===== src/rtl/vga_pkg.sv =====
// -----------------------------------------------------------------------------
// vga_pkg
// Shared types and constants for the VGA timing generator.
//   phase_e       : region of a scan axis (active, front porch, sync, back porch)
//   DEF_*         : default 640x480@60 timing (25.175 MHz pixel clock)
//   axisTotal()   : total length of one axis in pixels or lines
// -----------------------------------------------------------------------------
package vga_pkg;

   typedef enum logic [1:0] {
      ACTIVE = 2'd0,
      FRONT  = 2'd1,
      SYNC   = 2'd2,
      BACK   = 2'd3
   } phase_e;

   localparam int DEF_H_ACTIVE = 640;
   localparam int DEF_H_FP     = 16;
   localparam int DEF_H_SYNC   = 96;
   localparam int DEF_H_BP     = 48;
   localparam int DEF_V_ACTIVE = 480;
   localparam int DEF_V_FP     = 10;
   localparam int DEF_V_SYNC   = 2;
   localparam int DEF_V_BP     = 33;
   localparam int DEF_CW       = 10;

   function automatic int axisTotal(input int act, input int fp, input int sync, input int bp);
      return act + fp + sync + bp;
   endfunction

endpackage


===== src/rtl/vga_if.sv =====
// -----------------------------------------------------------------------------
// vga_if
// Bundles the pixel strobe and the registered timing outputs of vga_timing.
//   pix_en      : pixel strobe from the upstream clock divider
//   hsync/vsync : sync pulses, polarity chosen by the generator
//   video_on    : current pixel lies in the visible area
//   x, y        : current pixel coordinates
//   frame_start : one-cycle pulse when pixel (0,0) is presented
//   line_end    : one-cycle pulse when the last pixel of a line is presented
// master = timing generator, slave = downstream pixel consumer.
// -----------------------------------------------------------------------------
interface vga_if #(
   parameter int CW = 10
) ();

   logic          pix_en;
   logic          hsync;
   logic          vsync;
   logic          video_on;
   logic [CW-1:0] x;
   logic [CW-1:0] y;
   logic          frame_start;
   logic          line_end;

   modport master (
      input  pix_en,
      output hsync, vsync, video_on, x, y, frame_start, line_end
   );

   modport slave (
      output pix_en,
      input  hsync, vsync, video_on, x, y, frame_start, line_end
   );

endinterface


===== src/rtl/vga_axis_counter.sv =====
// -----------------------------------------------------------------------------
// vga_axis_counter
// One scan axis (horizontal or vertical): a wrapping position counter plus a
// small FSM that tracks which region (ACTIVE/FRONT/SYNC/BACK) the count is in.
//   clk_in    : system clock
//   rst       : synchronous active-low reset
//   adv_i     : advance the count by one this cycle
//   count_o   : current position on the axis
//   wrap_o    : count is at the last position (next advance returns to 0)
//   sync_o    : count lies inside the sync pulse region
//   active_o  : count lies inside the visible region
// -----------------------------------------------------------------------------
module vga_axis_counter
   import vga_pkg::*;
#(
   parameter int ACTIVE_LEN = DEF_H_ACTIVE,
   parameter int FP_LEN     = DEF_H_FP,
   parameter int SYNC_LEN   = DEF_H_SYNC,
   parameter int BP_LEN     = DEF_H_BP,
   parameter int CW         = DEF_CW
) (
   input  logic          clk_in,
   input  logic          rst,
   input  logic          adv_i,
   output logic [CW-1:0] count_o,
   output logic          wrap_o,
   output logic          sync_o,
   output logic          active_o
);

   localparam int TOTAL = axisTotal(ACTIVE_LEN, FP_LEN, SYNC_LEN, BP_LEN);

   // Last position of each region; the phase moves on when the count leaves it.
   localparam logic [CW-1:0] LAST_ACTIVE = CW'(ACTIVE_LEN - 1);
   localparam logic [CW-1:0] LAST_FRONT  = CW'(ACTIVE_LEN + FP_LEN - 1);
   localparam logic [CW-1:0] LAST_SYNC   = CW'(ACTIVE_LEN + FP_LEN + SYNC_LEN - 1);
   localparam logic [CW-1:0] LAST_TOTAL  = CW'(TOTAL - 1);

   logic [CW-1:0] count_q, count_d;
   phase_e        phase_q, phase_d;
   logic          atEnd;

   assign atEnd = (count_q == LAST_TOTAL);

   // Position counter: steps on every advance, returning to zero after the
   // last position of the axis.
   always_comb begin
      count_d = count_q;
      if (adv_i) begin
         count_d = atEnd ? '0 : count_q + 1'b1;
      end
   end

   always_ff @(posedge clk_in) begin
      if (!rst) begin
         count_q <= '0;
      end else begin
         count_q <= count_d;
      end
   end

   // Phase state register.
   always_ff @(posedge clk_in) begin
      if (!rst) begin
         phase_q <= ACTIVE;
      end else begin
         phase_q <= phase_d;
      end
   end

   // Phase next-state: move to the following region on the advance that
   // leaves the last position of the current one.
   always_comb begin
      phase_d = phase_q;
      if (adv_i) begin
         case (phase_q)
            ACTIVE:  if (count_q == LAST_ACTIVE) phase_d = FRONT;
            FRONT:   if (count_q == LAST_FRONT)  phase_d = SYNC;
            SYNC:    if (count_q == LAST_SYNC)   phase_d = BACK;
            BACK:    if (atEnd)                  phase_d = ACTIVE;
            default: phase_d = ACTIVE;
         endcase
      end
   end

   // Phase outputs: region decodes come straight from the state so the top
   // level never needs its own range comparators.
   always_comb begin
      count_o  = count_q;
      wrap_o   = atEnd;
      sync_o   = (phase_q == SYNC);
      active_o = (phase_q == ACTIVE);
   end

endmodule


===== src/rtl/vga_timing.sv =====
// -----------------------------------------------------------------------------
// vga_timing
// VGA raster timing generator. Advances one pixel per clk_in cycle with
// pix_en high and presents the decode of that pixel one cycle later.
//   clk_in : system clock
//   rst    : synchronous active-low reset
//   bus    : vga_if.master -- pix_en in; hsync, vsync, video_on, x, y,
//            frame_start, line_end out (all registered)
// Parameters set the per-axis region lengths, sync polarity (SYNC_POL=1 means
// active-high pulses) and the coordinate width CW.
// -----------------------------------------------------------------------------
module vga_timing
   import vga_pkg::*;
#(
   parameter int H_ACTIVE = DEF_H_ACTIVE,
   parameter int H_FP     = DEF_H_FP,
   parameter int H_SYNC   = DEF_H_SYNC,
   parameter int H_BP     = DEF_H_BP,
   parameter int V_ACTIVE = DEF_V_ACTIVE,
   parameter int V_FP     = DEF_V_FP,
   parameter int V_SYNC   = DEF_V_SYNC,
   parameter int V_BP     = DEF_V_BP,
   parameter bit SYNC_POL = 1'b0,
   parameter int CW       = DEF_CW
) (
   input  logic  clk_in,
   input  logic  rst,
   vga_if.master bus
);

   logic [CW-1:0] hc, vc;
   logic          hWrap, vWrap;
   logic          hSyncAct, vSyncAct;
   logic          hActive, vActive;
   logic          vAdv;

   logic          hsync_q, hsync_d;
   logic          vsync_q, vsync_d;
   logic          video_on_q, video_on_d;
   logic [CW-1:0] x_q, x_d;
   logic [CW-1:0] y_q, y_d;
   logic          frame_start_q, frame_start_d;
   logic          line_end_q, line_end_d;
   logic          atOrigin_q, atOrigin_d;

   // The vertical axis only moves on the strobe that finishes a line.
   assign vAdv = bus.pix_en & hWrap;

   vga_axis_counter #(
      .ACTIVE_LEN (H_ACTIVE),
      .FP_LEN     (H_FP),
      .SYNC_LEN   (H_SYNC),
      .BP_LEN     (H_BP),
      .CW         (CW)
   ) u_hAxis (
      .clk_in   (clk_in),
      .rst      (rst),
      .adv_i    (bus.pix_en),
      .count_o  (hc),
      .wrap_o   (hWrap),
      .sync_o   (hSyncAct),
      .active_o (hActive)
   );

   vga_axis_counter #(
      .ACTIVE_LEN (V_ACTIVE),
      .FP_LEN     (V_FP),
      .SYNC_LEN   (V_SYNC),
      .BP_LEN     (V_BP),
      .CW         (CW)
   ) u_vAxis (
      .clk_in   (clk_in),
      .rst      (rst),
      .adv_i    (vAdv),
      .count_o  (vc),
      .wrap_o   (vWrap),
      .sync_o   (vSyncAct),
      .active_o (vActive)
   );

   // Output decode. atOrigin_q remembers that the counters sit at (0,0):
   // true after reset and after the strobe that wraps both axes, which saves
   // a full-width compare of both counts for frame_start.
   always_comb begin
      hsync_d       = hsync_q;
      vsync_d       = vsync_q;
      video_on_d    = video_on_q;
      x_d           = x_q;
      y_d           = y_q;
      atOrigin_d    = atOrigin_q;
      frame_start_d = 1'b0;
      line_end_d    = 1'b0;
      if (bus.pix_en) begin
         hsync_d       = hSyncAct ? SYNC_POL : ~SYNC_POL;
         vsync_d       = vSyncAct ? SYNC_POL : ~SYNC_POL;
         video_on_d    = hActive & vActive;
         x_d           = hc;
         y_d           = vc;
         frame_start_d = atOrigin_q;
         line_end_d    = hWrap;
         atOrigin_d    = hWrap & vWrap;
      end
   end

   // Output registers; reset parks the syncs at their inactive level.
   always_ff @(posedge clk_in) begin
      if (!rst) begin
         hsync_q       <= ~SYNC_POL;
         vsync_q       <= ~SYNC_POL;
         video_on_q    <= 1'b0;
         x_q           <= '0;
         y_q           <= '0;
         frame_start_q <= 1'b0;
         line_end_q    <= 1'b0;
         atOrigin_q    <= 1'b1;
      end else begin
         hsync_q       <= hsync_d;
         vsync_q       <= vsync_d;
         video_on_q    <= video_on_d;
         x_q           <= x_d;
         y_q           <= y_d;
         frame_start_q <= frame_start_d;
         line_end_q    <= line_end_d;
         atOrigin_q    <= atOrigin_d;
      end
   end

   assign bus.hsync       = hsync_q;
   assign bus.vsync       = vsync_q;
   assign bus.video_on    = video_on_q;
   assign bus.x           = x_q;
   assign bus.y           = y_q;
   assign bus.frame_start = frame_start_q;
   assign bus.line_end    = line_end_q;

endmodule


===== src/flat_wrapper.sv =====
// flat-port wrapper written by rule: the top's interface ports become plain ports
module vga_timing_flat import vga_pkg::*;
#(
   parameter int H_ACTIVE = DEF_H_ACTIVE,
   parameter int H_FP     = DEF_H_FP,
   parameter int H_SYNC   = DEF_H_SYNC,
   parameter int H_BP     = DEF_H_BP,
   parameter int V_ACTIVE = DEF_V_ACTIVE,
   parameter int V_FP     = DEF_V_FP,
   parameter int V_SYNC   = DEF_V_SYNC,
   parameter int V_BP     = DEF_V_BP,
   parameter bit SYNC_POL = 1'b0,
   parameter int CW       = DEF_CW
)
  (clk_in, rst, bus_pix_en, bus_hsync, bus_vsync, bus_video_on, bus_x, bus_y, bus_frame_start, bus_line_end);
  vga_if #(.CW(CW)) bus_i ();
  input  logic clk_in;
  input  logic rst;
  input wire logic [$bits(bus_i.pix_en)-1:0] bus_pix_en;
  output wire logic [$bits(bus_i.hsync)-1:0] bus_hsync;
  output wire logic [$bits(bus_i.vsync)-1:0] bus_vsync;
  output wire logic [$bits(bus_i.video_on)-1:0] bus_video_on;
  output wire logic [$bits(bus_i.x)-1:0] bus_x;
  output wire logic [$bits(bus_i.y)-1:0] bus_y;
  output wire logic [$bits(bus_i.frame_start)-1:0] bus_frame_start;
  output wire logic [$bits(bus_i.line_end)-1:0] bus_line_end;
  assign bus_i.pix_en = bus_pix_en;
  assign bus_hsync = bus_i.hsync;
  assign bus_vsync = bus_i.vsync;
  assign bus_video_on = bus_i.video_on;
  assign bus_x = bus_i.x;
  assign bus_y = bus_i.y;
  assign bus_frame_start = bus_i.frame_start;
  assign bus_line_end = bus_i.line_end;
  vga_timing #(.H_ACTIVE(H_ACTIVE), .H_FP(H_FP), .H_SYNC(H_SYNC), .H_BP(H_BP), .V_ACTIVE(V_ACTIVE), .V_FP(V_FP), .V_SYNC(V_SYNC), .V_BP(V_BP), .SYNC_POL(SYNC_POL), .CW(CW)) u_core (.clk_in(clk_in), .rst(rst), .bus(bus_i));
endmodule

===== config.mk =====
export PLATFORM = sky130hd
export DESIGN_NAME = vga_timing_flat
export DESIGN_NICKNAME = d
export VERILOG_FILES = /design/src/rtl/vga_pkg.sv /design/src/rtl/vga_if.sv /design/src/rtl/vga_axis_counter.sv /design/src/rtl/vga_timing.sv /design/src/flat_wrapper.sv
export SDC_FILE = /design/constraint.sdc
export NUM_CORES = 1
export LEC_CHECK = 0
export ABC_AREA = 1
export BUFFER_PORTS_ARGS = -buffer_cell sky130_fd_sc_hd__buf_2
export CORE_UTILIZATION = 50
export DETAILED_ROUTE_END_ITERATION = 10
export PLACE_DENSITY = 0.8
export SLEW_MARGIN = 20
export SYNTH_ARGS = -nofsm -noshare
export SYNTH_HDL_FRONTEND = slang
export SYNTH_SLANG_ARGS = --single-unit

===== constraint.sdc =====
create_clock -name clk_in -period 4.3 [get_ports clk_in]
set_clock_uncertainty 0.15 [all_clocks]
set_input_delay 0.215 -clock clk_in [delete_from_list [all_inputs] [get_ports clk_in]]
set_output_delay 0.215 -clock clk_in [all_outputs]
set_load 0.1 [all_outputs]

==> impl_metrics.env, run 1 <==
export IMPL_status="finished, final reports clean"
export IMPL_cts_buffers=5
export IMPL_drtIter0Drc=203
export IMPL_rows=25
export IMPL_setup_tns_ns=0
export IMPL_synth_adder_area_share=0.0634
export IMPL_final_nets=371
export IMPL_dp_hpwl_um=3890
export IMPL_routed_wl_um=5310
export IMPL_cts_setup_buffers=0
export IMPL_hold_path_depth=3
export IMPL_cp_slowest_stage_delay_ns=0.40
export IMPL_drive_gt1_frac=0.208
export IMPL_clk_pin_slew_ns=0.09
export IMPL_path_max_fanout=4
export IMPL_postSynthAreaPerCell_um2=7.75
export IMPL_synth_warnings=0
export IMPL_grt_pass1_vias=2009
export IMPL_yosys_area_share_xor_xnor=0.0205
export IMPL_n_antenna_cell=0
export IMPL_finalCritPeriodShare=0.415
export IMPL_crit_top_cell="nand2_1"
export IMPL_ys_seq_area_frac=0.390
export IMPL_cpMaxStageDelayCell="dfxtp_1"
export IMPL_netlist_top_cells_area="dfxtp_1, nand2_1, nor2_1"
export IMPL_gp_congestion=0.912
export IMPL_cts_tree="done"
export IMPL_critical_path_required_ns=4.36
export IMPL_hold_viol=0
export IMPL_initial_core_util=0.533
export IMPL_clock_path_buffers=2
export IMPL_cts_sinks=50
export IMPL_gr_total_overflow=0
export IMPL_io_pins=28
export IMPL_first_pass_iters=4
export IMPL_hp_class="in2reg"
export IMPL_clock_latency_ns=0.31
export IMPL_drtAntennaViolNets=0
export IMPL_grt_max_degree=45
export IMPL_syn_area_um2=2570
export IMPL_whs_ns=0.217
export IMPL_min_period_ns=1.79
export IMPL_worst_slew_pin_slew_ns=0.743
export IMPL_fp_dieW_um=73.6
export IMPL_r2r_end="u_core.u_hAxis.phase_q[0]"
export IMPL_viasPerCell=5.17
export IMPL_grt_usage=0.224
export IMPL_max_clock_freq_ghz=0.560
export IMPL_yosysTopAreaCellShare=0.390
export IMPL_yosysTopAreaCell="dfxtp_1"
export IMPL_rrSetupSlack_ns=2.51
export IMPL_path_buf_inv=1
export IMPL_drv_slew=0
export IMPL_min_from="rst"
export IMPL_final_core_util=0.591
export IMPL_io_buffers=27
export IMPL_crit_type="reg2reg"
export IMPL_critPathArrivalTime_ns=1.85
export IMPL_p_leak_nw=1.23
export IMPL_post_cts_resized=0
export IMPL_core_um2=4820
export IMPL_reg2reg_depth=9
export IMPL_start_kind="flop"
export IMPL_cts_root_buf="clkbuf_8"
export IMPL_ys_seq_elements=50
export IMPL_drv_cap=0
export IMPL_p_per_area_nw_per_um2=327
export IMPL_crit_path_cell_trace="inv_1, ha_1, or2_2, nand2_1, nand4_2, nor2_4, nand2_1, nand2_1, nor2_1"
export IMPL_syn_inst=331
export IMPL_critPathCaptureType="flop"
export IMPL_htreeDepth=2
export IMPL_ir_drop_v=0.000177
export IMPL_antenna_found_initial=0
export IMPL_setup_violations_final=0
export IMPL_drcViolationCount=0
export IMPL_dieArea_um2=5420
export IMPL_synthSimpleGateAreaFrac=0.335
export IMPL_synth_area_mux_share=0
export IMPL_wl_per_cell_um=12.6
export IMPL_area_growth_syn_to_layout_pct=10.9
export IMPL_critPathTopFamily="simple AND/OR/NAND/NOR gates"
export IMPL_synth_compound_area_frac=0.116
export IMPL_grt_setup_unrepaired="false"
export IMPL_synth_nets=347
export IMPL_die_y_um=73.6
export IMPL_grt_pass1_wl_um=9250
export IMPL_vias=2186
export IMPL_yosysUniqueCellTypes=37
export IMPL_synth_top_family_by_area="simple AND/OR/NAND/NOR gates"
export IMPL_worstReg2RegStart="u_core.u_hAxis.phase_q[0]"
export IMPL_relSlewSlack=0.505
export IMPL_cts_hold_buffers=0
export IMPL_hold_end="u_core.u_hAxis.phase_q[1]"
-- cell usage after synthesis --
cell type / n
nand2_1: 51
dfxtp_1: 50
nor2_1: 47
inv_1: 28
a21oi_1: 26
o21ai_0: 24
nand3_1: 17
ha_1: 13
nor3_1: 7
clkbuf_1: 6
inv_2: 6
nand2_2: 6
nand4_1: 5
nor2_2: 5
xor2_1: 5
buf_2: 3
nand2_4: 3
nor2_4: 3
nor3_2: 3
clkinv_1: 2
nand3_2: 2
nand3_4: 2
nor2_8: 2
nor3_4: 2
a211oi_1: 1
a31oi_1: 1
buf_6: 1
inv_6: 1
nand4_2: 1
nand4_4: 1
nor3b_1: 1
o211a_1: 1
o21ai_1: 1
o21ai_2: 1
o32ai_1: 1
or2_2: 1
xnor2_1: 1
-- placed cells by master (no fill, tap or decap), drive strengths merged --
| master | n |
|---|---|
| a211oi | 1 |
| a21oi | 26 |
| a31oi | 1 |
| buf | 27 |
| clkbuf | 8 |
| clkinv | 2 |
| dfxtp | 50 |
| ha | 13 |
| inv | 35 |
| nand2 | 60 |
| nand3 | 21 |
| nand4 | 7 |
| nor2 | 57 |
| nor3 | 12 |
| nor3b | 1 |
| o211a | 1 |
| o21ai | 26 |
| o32ai | 1 |
| or2 | 1 |
| xnor2 | 1 |
| xor2 | 5 |
-- power breakdown --
group	leakage, nW	internal [mW]	switching [mW]
logic	0.763	0.0189	0.115
clock network	0.0575	0.163	0.151
registers	0.408	0.477	0.00691
-- layer usage --
metal / GRT usage / wire length, µm
met4: 0.0812 / 82
met5: 0 / 0
met2: 0.352 / 2440
met3: 0.0494 / 310
met1: 0.302 / 2480
-- per-stage QoR --
| step | power [mW] | std cells | setup WS, ns | instance area [µm²] |
|---|---|---|---|---|
| after floorplan | 0.611 | 331 | 2.69 | 2570 |
| after global placement | 0.627 | 415 | 2.38 | 2740 |
| after detailed placement | 0.628 | 415 | 2.32 | 2740 |
| after CTS | 0.937 | 423 | 2.52 | 2850 |
| after global routing | 0.968 | 423 | 2.30 | 2850 |
| final | 0.931 | 423 | 2.51 | 2850 |
-- worst min-delay path, stage by stage --
cell and delay, ns:
buf_2 0.26, nand2_1 0.13, nor2_1 0.03
-- worst max-delay path by stage --
stage                                    from  cells after the start                        end
floorplan           u_core.u_hAxis.phase_q[0]                      9  u_core.u_hAxis.phase_q[0]
global placement                   bus_pix_en                      8  u_core.u_hAxis.count_o[9]
detailed placement                 bus_pix_en                      8  u_core.u_hAxis.count_o[9]
CTS                 u_core.u_hAxis.phase_q[0]                      9  u_core.u_hAxis.phase_q[1]
global route        u_core.u_vAxis.count_o[0]                     10  u_core.u_vAxis.phase_q[1]
finish              u_core.u_hAxis.phase_q[0]                      9  u_core.u_hAxis.phase_q[0]
-- flip-flops by register name, summed over array words and instances (netlist names) --
register                flops
u_core.bus.x               10
u_core.bus.y               10
u_core.u_hAxis.count_o     10
u_core.u_vAxis.count_o     10
u_core.u_hAxis.phase_q      2
u_core.u_vAxis.phase_q      2
u_core.atOrigin_q           1
u_core.bus.frame_start      1
u_core.bus.hsync            1
u_core.bus.line_end         1
u_core.bus.video_on         1
u_core.bus.vsync            1
-- cell type report --
| type | instances | area, µm² |
|---|---|---|
| Timing Repair Buffer | 27 | 135 |
| Sequential cell | 50 | 1000 |
| Clock buffer | 8 | 110 |
| Fill cell | 475 | 1970 |
| Multi-Input combinational cell | 234 | 1370 |
| Tap cell | 67 | 83.8 |
| Inverter | 37 | 144 |
-- kinds of logic after synthesis --
group           after synthesis
compound gates               56
xor+xnor                      6
fa+ha+maj                    13
buf+inv                      47
flops                        50
simple gates                159
Power figures use the tool's default switching activity.
==> run 2, diff against run 1 <==
- ABC_AREA: 1 -> 0
- clock period: 4.3 -> 1.87 ns (I/O delays scaled with it)
==> impl_metrics.env, run 2 <==
export IMPL_status="finished, final reports clean"
export IMPL_io_pins=28
export IMPL_synth_edf_count=0
export IMPL_critPathArrivalTime_ns=1.86
export IMPL_syn_inst=245
export IMPL_worst_slew_pin_slew_ns=0.491
export IMPL_cpMaxStageDelayCell="or4_4"
export IMPL_path_buf_inv=0
export IMPL_hold_viol=0
export IMPL_syn_area_um2=2260
export IMPL_cts_root_buf="clkbuf_8"
export IMPL_clock_latency_ns=0.30
export IMPL_final_common_cell="dfxtp_1"
export IMPL_yosysTopAreaCellShare=0.442
export IMPL_vias=1886
export IMPL_yosysTopAreaCell="dfxtp_1"
export IMPL_first_pass_iters=4
export IMPL_drcViolationCount=0
export IMPL_path_max_fanout=4
export IMPL_cts_sinks=50
export IMPL_dp_hpwl_um=3420
export IMPL_ys_seq_area_frac=0.442
export IMPL_postSynthAreaPerCell_um2=9.24
export IMPL_critPathCaptureType="flop"
export IMPL_cp_slowest_stage_delay_ns=0.50
export IMPL_cts_buffers=5
export IMPL_grt_setup_unrepaired="true"
export IMPL_dieArea_um2=4800
export IMPL_dp_cells=337
export IMPL_synth_most_common_cell="dfxtp_1"
export IMPL_hold_path_depth=3
export IMPL_synth_common_cells="dfxtp_1, nor2_1, nand2_1"
export IMPL_crit_type="reg2reg"
export IMPL_final_core_util=0.642
export IMPL_power_frac_comb=0.061
export IMPL_final_cell_mix="dfxtp_1, nor2_1, buf_2"
export IMPL_grt_pass1_vias=1802
export IMPL_synth_async_reset_ratio=0
export IMPL_grt_pass1_wl_um=8250
export IMPL_critPathTopFamily="simple AND/OR/NAND/NOR gates"
export IMPL_fp_dieW_um=69.3
export IMPL_drtIter0Drc=119
export IMPL_io_buffers=27
export IMPL_drtAntennaViolNets=0
export IMPL_grt_usage=0.213
export IMPL_yosysUniqueCellTypes=35
export IMPL_reg2reg_depth=5
export IMPL_p_sw_mw=0.440
export IMPL_gr_total_overflow=0
export IMPL_rows=24
export IMPL_wl_per_cell_um=14.0
export IMPL_start_kind="flop"
export IMPL_critical_path_required_ns=1.91
export IMPL_netlist_top_cells_area="dfxtp_1, mux2i_1, ha_1"
export IMPL_max_clock_freq_ghz=0.549
export IMPL_clock_path_buffers=2
export IMPL_grt_max_degree=18
export IMPL_crit_path_cell_trace="nand4bb_1, or4_4, a21oi_2, o2111ai_2, mux2i_1"
export IMPL_min_period_ns=1.82
export IMPL_core_um2=4350
export IMPL_setup_violations_final=0
export IMPL_p_int_mw=1.51
export IMPL_power_share_sequential=0.554
export IMPL_synth_nets=261
export IMPL_routed_wl_um=4860
export IMPL_hp_class="in2reg"
export IMPL_final_nets=311
export IMPL_die_y_um=69.3
export IMPL_critical_path_depth=5
export IMPL_drv_slew=0
export IMPL_drive_gt1_frac=0.264
export IMPL_cts_tree="done"
export IMPL_n_antenna_cell=0
export IMPL_p_total_mw=1.95
export IMPL_p_per_area_nw_per_um2=698
export IMPL_viasPerCell=5.42
export IMPL_finalCritPeriodShare=0.975
export IMPL_swShare=0.226
export IMPL_synth_warnings=0
export IMPL_drv_cap=0
export IMPL_ir_drop_v=0.000306
export IMPL_synth_ff_type="dfxtp_1"
export IMPL_antenna_found_initial=0
export IMPL_stdcell_count=348
export IMPL_relSlewSlack=0.675
export IMPL_initial_core_util=0.520
export IMPL_clkPwrFrac=0.385
export IMPL_p_leak_nw=1.18
export IMPL_htreeDepth=2
export IMPL_clk_pin_slew_ns=0.09
export IMPL_gp_congestion=0.844
export IMPL_ys_seq_elements=50
export IMPL_area_growth_syn_to_layout_pct=23.4
[run 2: cell count changes after synthesis, moves of 6 or more]
cell,before,now
nand3_1,17,9
o21ai_0,24,4
inv_2,6,0
xnor2_1,1,9
inv_1,28,11
nor2_1,47,40
nand2_1,51,25
a21oi_1,26,7
mux2i_1,0,24
nand2_2,6,0
[run 2: timing repair]
item | CTS | global route
buffers inserted | 1 | 1
gates cloned | 0 | 0
resized for setup | 5 | 11
hold buffers | 1 | 0
setup endpoints to repair | 4 | 13
hold endpoints to repair | 2 | 0
pin swaps | 2 | 7
[run 2: metal layers]
metal,wire length [µm],up-vias,GRT usage
met5,0,-,0
met4,93,0,0.0816
met3,235,10,0.0436
met2,2210,57,0.342
met1,2320,881,0.280
li1,-,938,-
[run 2: logic make-up after synthesis]
group | after synthesis | share of synthesized area
compound gates | 18 | 0.0503
xor+xnor | 16 | 0.0619
fa+ha+maj | 13 | 0.0718
buf+inv | 20 | 0.0348
flops | 50 | 0.442
mux | 24 | 0.106
simple gates | 104 | 0.233
[run 2: worst paths after layout]
kind | startpoint | to | slack [ns]
worst max register to register | u_core.u_hAxis.count_o[8] | u_core.u_hAxis.phase_q[1] | 0.05
worst min-delay path | bus_pix_en | u_core.u_hAxis.count_o[1] | 0.01
worst max-delay path | u_core.u_hAxis.count_o[8] | u_core.u_hAxis.phase_q[1] | 0.05
worst min register to register | u_core.bus.video_on | u_core.bus.video_on | 0.32
[run 2: worst reg2reg max path: cells and delay by family, from the launching register on]
family | cells | cell delay [ns]
AOI/OAI and AO/OA | 2 | 0.32
DFF | 1 | 0.36
muxes | 1 | 0.16
and+or+nand+nor | 2 | 0.72
[run 2: power by group through the flow]
stage / combinational [mW] / sequential [mW] / clock [mW]
2_1_floorplan: 0.0514 / 1.13 / 0
3_3_place_gp: 0.114 / 1.10 / 0
3_5_place_dp: 0.115 / 1.10 / 0
4_1_cts: 0.118 / 1.08 / 0.764
5_1_grt: 0.128 / 1.08 / 0.815
6_report: 0.119 / 1.08 / 0.751
[run 2: area by class of cell]
| class | instances | area (µm²) |
|---|---|---|
| clock inverters | 2 | 37.5 |
| clock buffers | 6 | 72.6 |
| flip-flops and latches | 50 | 1010 |
| well taps | 52 | 65.1 |
| repair buffers | 51 | 318 |
| inverters | 12 | 45.0 |
| multi-input cells | 175 | 1250 |
| fillers | 335 | 1560 |
[run 2: through the flow]
stage	TNS, ns	worst slack, ns	area, µm²	hold WS (ns)
floorplan	0	0.00940	2270	0.103
global placement	0	0.0354	2590	0.235
detailed placement	-0.0695	-0.0289	2590	0.250
CTS	0	0.00852	2740	0.000796
global route	-0.0869	-0.0310	2790	0.0282
finish	0	0.0472	2790	0.00969
